$ cat config.mk
export PLATFORM = sky130hd
export DESIGN_NAME = pulse_stretcher_flat
export DESIGN_NICKNAME = d
export VERILOG_FILES = /design/src/rtl/pulse_stretcher_if.sv /design/src/rtl/pulse_stretcher.sv /design/src/flat_wrapper.sv
export SDC_FILE = /design/constraint.sdc
export NUM_CORES = 1
export LEC_CHECK = 0
export ABC_CLOCK_PERIOD_IN_PS = 4050
export CAP_MARGIN = 20
export CORE_AREA = 2 2 100 102
export DETAILED_ROUTE_END_ITERATION = 6
export DIE_AREA = 0 0 102 104
export GPL_TIMING_DRIVEN = 0
export HOLD_SLACK_MARGIN = 0.02
export PLACE_DENSITY = 0.83
export SETUP_SLACK_MARGIN = 0.5
export SYNTH_ARGS = -nofsm -noshare
export SYNTH_HDL_FRONTEND = slang
export SYNTH_SLANG_ARGS = --single-unit
$ cat constraint.sdc
create_clock -name clk -period 4.05 [get_ports clk]
set_input_delay 0.81 -clock clk [delete_from_list [all_inputs] [get_ports clk]]
set_output_delay 0.81 -clock clk [all_outputs]
set_load 0.1 [all_outputs]
$ cat src/rtl/pulse_stretcher_if.sv
// Signal bundle between a trigger source and pulse_stretcher.
// master: drives the trigger strobe and configuration, observes the pulse.
// slave:  the stretcher itself.
interface pulse_stretcher_if #(
  parameter int CNT_W  = 16,
  parameter int MISS_W = 8
);
  logic              trigger;
  logic [CNT_W-1:0]  delay_cfg;
  logic [CNT_W-1:0]  width_cfg;
  logic [CNT_W-1:0]  holdoff_cfg;
  logic              pulse_out;
  logic              busy;
  logic              done;
  logic [MISS_W-1:0] miss_cnt;

  modport master (
    output trigger, delay_cfg, width_cfg, holdoff_cfg,
    input  pulse_out, busy, done, miss_cnt
  );

  modport slave (
    input  trigger, delay_cfg, width_cfg, holdoff_cfg,
    output pulse_out, busy, done, miss_cnt
  );
endinterface

$ cat src/rtl/pulse_stretcher.sv
// Pulse stretcher: turns a single-cycle trigger into a delayed pulse of
// programmable width followed by a programmable dead time.
// Optional feature macro RETRIGGER_EN: when defined, a trigger during the
// pulse restarts the width count instead of being counted as a miss.
module pulse_stretcher #(
  parameter int CNT_W  = 16,
  parameter int MISS_W = 8
) (
  input  logic             clk,
  input  logic             rst,
  pulse_stretcher_if.slave bus
);

`ifdef RETRIGGER_EN
  localparam bit RETRIG = 1'b1;
`else
  localparam bit RETRIG = 1'b0;
`endif

  localparam logic [CNT_W-1:0]  CNT_ONE  = CNT_W'(1);
  localparam logic [CNT_W-1:0]  CNT_ZERO = '0;
  localparam logic [MISS_W-1:0] MISS_ONE = MISS_W'(1);
  localparam logic [MISS_W-1:0] MISS_MAX = '1;

  typedef enum logic [1:0] {
    IDLE    = 2'd0,
    DELAY   = 2'd1,
    ACTIVE  = 2'd2,
    HOLDOFF = 2'd3
  } state_t;

  state_t            state_q, state_d;
  logic [CNT_W-1:0]  delay_cnt_q, delay_cnt_d;
  logic [CNT_W-1:0]  width_cnt_q, width_cnt_d;
  logic [CNT_W-1:0]  hold_cnt_q, hold_cnt_d;
  logic [CNT_W-1:0]  width_lat_q, width_lat_d;
  logic [CNT_W-1:0]  hold_lat_q, hold_lat_d;
  logic              pulse_q, pulse_d;
  logic              busy_q, busy_d;
  logic              done_q, done_d;
  logic [MISS_W-1:0] miss_q, miss_d;
  logic              miss_evt;
  logic [CNT_W-1:0]  w_eff;

  // A zero width request still produces a one-cycle pulse.
  assign w_eff = (bus.width_cfg == CNT_ZERO) ? CNT_ONE : bus.width_cfg;

  // State, counters, latched configuration and output registers.
  always_ff @(posedge clk or posedge rst) begin
    if (rst) begin
      state_q     <= IDLE;
      delay_cnt_q <= '0;
      width_cnt_q <= '0;
      hold_cnt_q  <= '0;
      width_lat_q <= '0;
      hold_lat_q  <= '0;
      pulse_q     <= 1'b0;
      busy_q      <= 1'b0;
      done_q      <= 1'b0;
      miss_q      <= '0;
    end else begin
      state_q     <= state_d;
      delay_cnt_q <= delay_cnt_d;
      width_cnt_q <= width_cnt_d;
      hold_cnt_q  <= hold_cnt_d;
      width_lat_q <= width_lat_d;
      hold_lat_q  <= hold_lat_d;
      pulse_q     <= pulse_d;
      busy_q      <= busy_d;
      done_q      <= done_d;
      miss_q      <= miss_d;
    end
  end

  // Next-state and counter logic; counters run down to 1 and then stop.
  always_comb begin
    state_d     = state_q;
    delay_cnt_d = delay_cnt_q;
    width_cnt_d = width_cnt_q;
    hold_cnt_d  = hold_cnt_q;
    width_lat_d = width_lat_q;
    hold_lat_d  = hold_lat_q;
    miss_evt    = 1'b0;
    unique case (state_q)
      IDLE: begin
        if (bus.trigger) begin
          width_lat_d = w_eff;
          hold_lat_d  = bus.holdoff_cfg;
          if (bus.delay_cfg == CNT_ZERO) begin
            state_d     = ACTIVE;
            width_cnt_d = w_eff;
          end else begin
            state_d     = DELAY;
            delay_cnt_d = bus.delay_cfg;
          end
        end
      end
      DELAY: begin
        miss_evt = bus.trigger;
        if (delay_cnt_q <= CNT_ONE) begin
          state_d     = ACTIVE;
          delay_cnt_d = CNT_ZERO;
          width_cnt_d = width_lat_q;
        end else begin
          delay_cnt_d = delay_cnt_q - CNT_ONE;
        end
      end
      ACTIVE: begin
        if (bus.trigger && RETRIG) begin
          // Restart: W more cycles counted from the next cycle.
          width_cnt_d = w_eff;
        end else begin
          miss_evt = bus.trigger;
          if (width_cnt_q <= CNT_ONE) begin
            width_cnt_d = CNT_ZERO;
            if (hold_lat_q != CNT_ZERO) begin
              state_d    = HOLDOFF;
              hold_cnt_d = hold_lat_q;
            end else begin
              state_d = IDLE;
            end
          end else begin
            width_cnt_d = width_cnt_q - CNT_ONE;
          end
        end
      end
      HOLDOFF: begin
        miss_evt = bus.trigger;
        if (hold_cnt_q <= CNT_ONE) begin
          state_d    = IDLE;
          hold_cnt_d = CNT_ZERO;
        end else begin
          hold_cnt_d = hold_cnt_q - CNT_ONE;
        end
      end
      default: state_d = IDLE;
    endcase
  end

  // Registered-output next values derived from the upcoming state.
  always_comb begin
    pulse_d = (state_d == ACTIVE);
    busy_d  = (state_d != IDLE);
    done_d  = (state_q == ACTIVE) && (state_d != ACTIVE);
    miss_d  = miss_q;
    if (miss_evt && (miss_q != MISS_MAX)) begin
      miss_d = miss_q + MISS_ONE;
    end
  end

  assign bus.pulse_out = pulse_q;
  assign bus.busy      = busy_q;
  assign bus.done      = done_q;
  assign bus.miss_cnt  = miss_q;

endmodule

$ cat src/flat_wrapper.sv
// flat-port wrapper written by rule: the top's interface ports become plain ports
module pulse_stretcher_flat 
#(
  parameter int CNT_W  = 16,
  parameter int MISS_W = 8
)
  (clk, rst, bus_trigger, bus_delay_cfg, bus_width_cfg, bus_holdoff_cfg, bus_pulse_out, bus_busy, bus_done, bus_miss_cnt);
  pulse_stretcher_if #(.CNT_W(CNT_W), .MISS_W(MISS_W)) bus_i ();
  input  logic clk;
  input  logic rst;
  input wire logic [$bits(bus_i.trigger)-1:0] bus_trigger;
  input wire logic [$bits(bus_i.delay_cfg)-1:0] bus_delay_cfg;
  input wire logic [$bits(bus_i.width_cfg)-1:0] bus_width_cfg;
  input wire logic [$bits(bus_i.holdoff_cfg)-1:0] bus_holdoff_cfg;
  output wire logic [$bits(bus_i.pulse_out)-1:0] bus_pulse_out;
  output wire logic [$bits(bus_i.busy)-1:0] bus_busy;
  output wire logic [$bits(bus_i.done)-1:0] bus_done;
  output wire logic [$bits(bus_i.miss_cnt)-1:0] bus_miss_cnt;
  assign bus_i.trigger = bus_trigger;
  assign bus_i.delay_cfg = bus_delay_cfg;
  assign bus_i.width_cfg = bus_width_cfg;
  assign bus_i.holdoff_cfg = bus_holdoff_cfg;
  assign bus_pulse_out = bus_i.pulse_out;
  assign bus_busy = bus_i.busy;
  assign bus_done = bus_i.done;
  assign bus_miss_cnt = bus_i.miss_cnt;
  pulse_stretcher #(.CNT_W(CNT_W), .MISS_W(MISS_W)) u_core (.clk(clk), .rst(rst), .bus(bus_i));
endmodule
==> flow_summary.yaml <==
status:
  status: "finished clean"
cts:
  clkTransAtPathRegs_ns: 0.10
  clock-root-buffer: "clkbuf_8"
  clk_latency_ns: 0.37
  cts_sinks: 93
  clockBufferDepth: 2
  h-tree-depth: 3
  cts_buffers: 9
  cts_tree: "yes"
  post_cts_buffers: 0
yosys:
  yosysTopAreaCell: "dfrtp_1"
  synth.distinct_cells: 52
  yosysTopAreaCellShare_pct: 44.94
  ys_seq_area_share_pct: 44.94
  yosysWarnings: 0
  netlist_area_um2: 5179
  synth_nets: 613
  syn_inst: 550
  synth_edf_count: 0
  synth_area_leaders: "dfrtp_1 (45%), mux2_2 (7.0%), o21ai_0 (6.9%), nand2_1 (3.6%), ha_1 (2.9%)"
  synth_seq_cells: 93
  ys_async_sr_fraction_pct: 100.0
  ys.flop_type: "dfrtp_1"
  avgSynthCellArea_um2: 9.416
placed_design:
  port_buffers: 61
  dp_slack_ns: 0.6823
  dp_hpwl_um: 9864
  gp_congestion: 0.9235
  placed_area_um2: 5986
hold_path:
  hold_path.class: "register to register"
  hp-start: "u_core.bus.miss_cnt[4]"
power_and_ir_drop:
  p_leak_uw: 0.002494
  p_int_uw: 2747
  p_comb_share_pct: 53.7
  p_per_area_nw_per_um2: 849.1
  swShare_pct: 47.75
  clockPowerShare_pct: 12.2
  p_sw_uw: 2511
  ir_worst_vdd_v: 0.0003801
  p_seq_share_pct: 34.1
die:
  start_util_pct: 54.23
  num_rows: 36
  die_x_um: 102
  die_h_um: 104
  core_um2: 9549
  dieArea_um2: 10610
  boundaryPins: 62
cells_and_area:
  areaGrowthSynthToFinish_pct: 19.57
  nets: 686
  antenna_cells: 0
  multi_input_area_um2: 2643
  finalInstanceArea_um2: 6192
  fin_util_pct: 64.85
  regArea_um2: 2327
  n_fill_cell: 814
  drive_above_1_share_pct: 10.03
routing:
  routedWlPerCell_um: 17.98
  viasPerCell: 6.368
  drt.antenna.violating_nets: 0
  drt_wl_total_um: 13680
  drt_iter0_drc: 496
  drc: 0
  vias: 4846
  dr.pass1.iters: 5
grt:
  overflow: 0
  grt_pass1_wl_um: 22550
  grt_max_degree: 54
  grt_pass1_vias: 4646
  antenna_found_initial: 0
  globalRouteTotalUtil_pct: 26.53
worst_setup_path:
  max_stage_delay_ns: 0.52
  crit_chain: "or4_1 -> buf_2 -> or4_4 -> o41a_1 -> a211oi_2 -> clkbuf_1 -> o21ai_0 -> o2bb2ai_1"
  path_max_fanout: 10
  crit_slowest_cell: "or4_1"
  crit_required_ns: 4.33
  cp-start-kind: "register"
  critical_path_arrival_ns: 3.60
  r2r_start: "u_core.delay_cnt_q[9]"
  critPathKind: "register to register"
  cp-end-kind: "register"
  crit_start: "u_core.delay_cnt_q[9]"
timing:
  period_needed_ns: 3.314
  hold_viol: 0
  fin_setup_tns_ns: 0
  relSlewSlack_pct: 34.94
  tightest_slew_ns: 0.9728
  final_max_slew_viol_count: 0
  fin_ws_ns: 0.7357
  finalSetupViolCount: 0
  fin_crit_sh_pct: 81.83
  grt_setup_unrepaired: "no"
  fmax_mhz: 301.7
  skew_ns: 0.01123
flow_run:
  cap_violations: 0
[registers in the layout (all words and copies together) (netlist names)]
register and flops:
u_core.width_cnt_q 16, u_core.bus.miss_cnt 8, u_core.bus.pulse_out 1, u_core.width_lat_q 16, u_core.state_q 2, u_core.hold_lat_q 16, u_core.hold_cnt_q 16, u_core.delay_cnt_q 16
u_core.bus.busy 1, u_core.bus.done 1
[worst max-delay path, delay by kind of cell (launching register included)]
family / cells / cell delay [ns]
compound gates: 4 / 1.22
buf+inv: 2 / 0.57
flops: 1 / 0.46
simple gates: 2 / 0.98
[layer usage]
| metal | part of all wire [%] | GRT usage (%) | up-vias |
|---|---|---|---|
| met3 | 8.1 | 4.906 | 42 |
| met5 | 0 | 0 | - |
| met4 | 2.4 | 9.810 | 0 |
| li1 | - | - | 2222 |
| met2 | 47 | 41.82 | 254 |
| met1 | 42 | 36.37 | 2328 |
[power groups by stage]
| stage | combinational [uW] | clock, uW | sequential [uW] |
|---|---|---|---|
| finish | 2820 | 643 | 1790 |
| global route | 3080 | 698 | 1850 |
| detailed placement | 2760 | 0 | 1790 |
| floorplan | 1820 | 0 | 1960 |
| CTS | 2780 | 652 | 1780 |
| global placement | 2650 | 0 | 1760 |
[cells in the mapped netlist, types with 12 or more instances]
master / n
nor4_1: 20
ha_1: 12
nor2_1: 34
a22o_1: 15
a21oi_1: 20
clkbuf_1: 24
inv_1: 27
o21ai_0: 71
mux2_2: 32
dfrtp_1: 93
nor3_1: 20
o2bb2ai_1: 15
nand2_1: 50
[stage by stage]
stage	hold WS, ns	instances	power [uW]
floorplan	0.4502	550	3778
global placement	0.4695	744	4416
detailed placement	0.4858	745	4551
CTS	0.5067	761	5205
global route	0.5173	761	5628
finish	0.5084	761	5258
[cell usage in the layout (no fill, tap or decap), drive strengths merged, types with 12 or more instances in the layout]
cell / n
a21oi: 20
a22o: 15
clkbuf: 36
clkdlybuf4s50: 61
dfrtp: 93
ha: 12
inv: 30
mux2: 32
nand2: 50
nor2: 34
nor3: 21
nor4: 20
o21ai: 73
o2bb2ai: 15
[logic make-up (layout without fill, tap and decap cells)]
group | count (synthesis) | count (layout) | share of synthesized area, %
flops | 93 | 93 | 44.94
simple gates | 164 | 164 | 15.46
compound gates | 185 | 185 | 24.21
mux | 33 | 33 | 7.152
buf+inv | 56 | 134 | 4.156
xor+xnor | 7 | 7 | 1.184
fa+ha+maj | 12 | 12 | 2.899
[cell type report]
type                       count  area share [%]
multi-input combinational    401           42.68
sequential                    93           37.58
timing repair buffer          62           10.31
tap                          133           2.687
clock buffer                  12           2.344
buffer                        28           1.778
inverter                      28           1.738
clock inverter                 4          0.8891
[worst paths after layout]
kind / slack, ns / to / cells past startpoint
max: 0.74 / u_core.width_cnt_q[9] / 8
min: 0.51 / u_core.bus.miss_cnt[4] / 1
max reg2reg: 0.74 / u_core.width_cnt_q[9] / 8
min reg2reg: 0.51 / u_core.bus.miss_cnt[4] / 1
max in group asynchronous: 2.57 / u_core.width_cnt_q[5] / 3
min in group asynchronous: 0.84 / u_core.bus.miss_cnt[6] / 2
[timing repair]
| item | in CTS | in global routing |
|---|---|---|
| hold buffers | 0 | 0 |
| endpoints found under the hold margin | 0 | 0 |
| gates resized for setup | 0 | 1 |
| endpoints found under the setup margin | 0 | 6 |
Power figures use the tool's default switching activity.
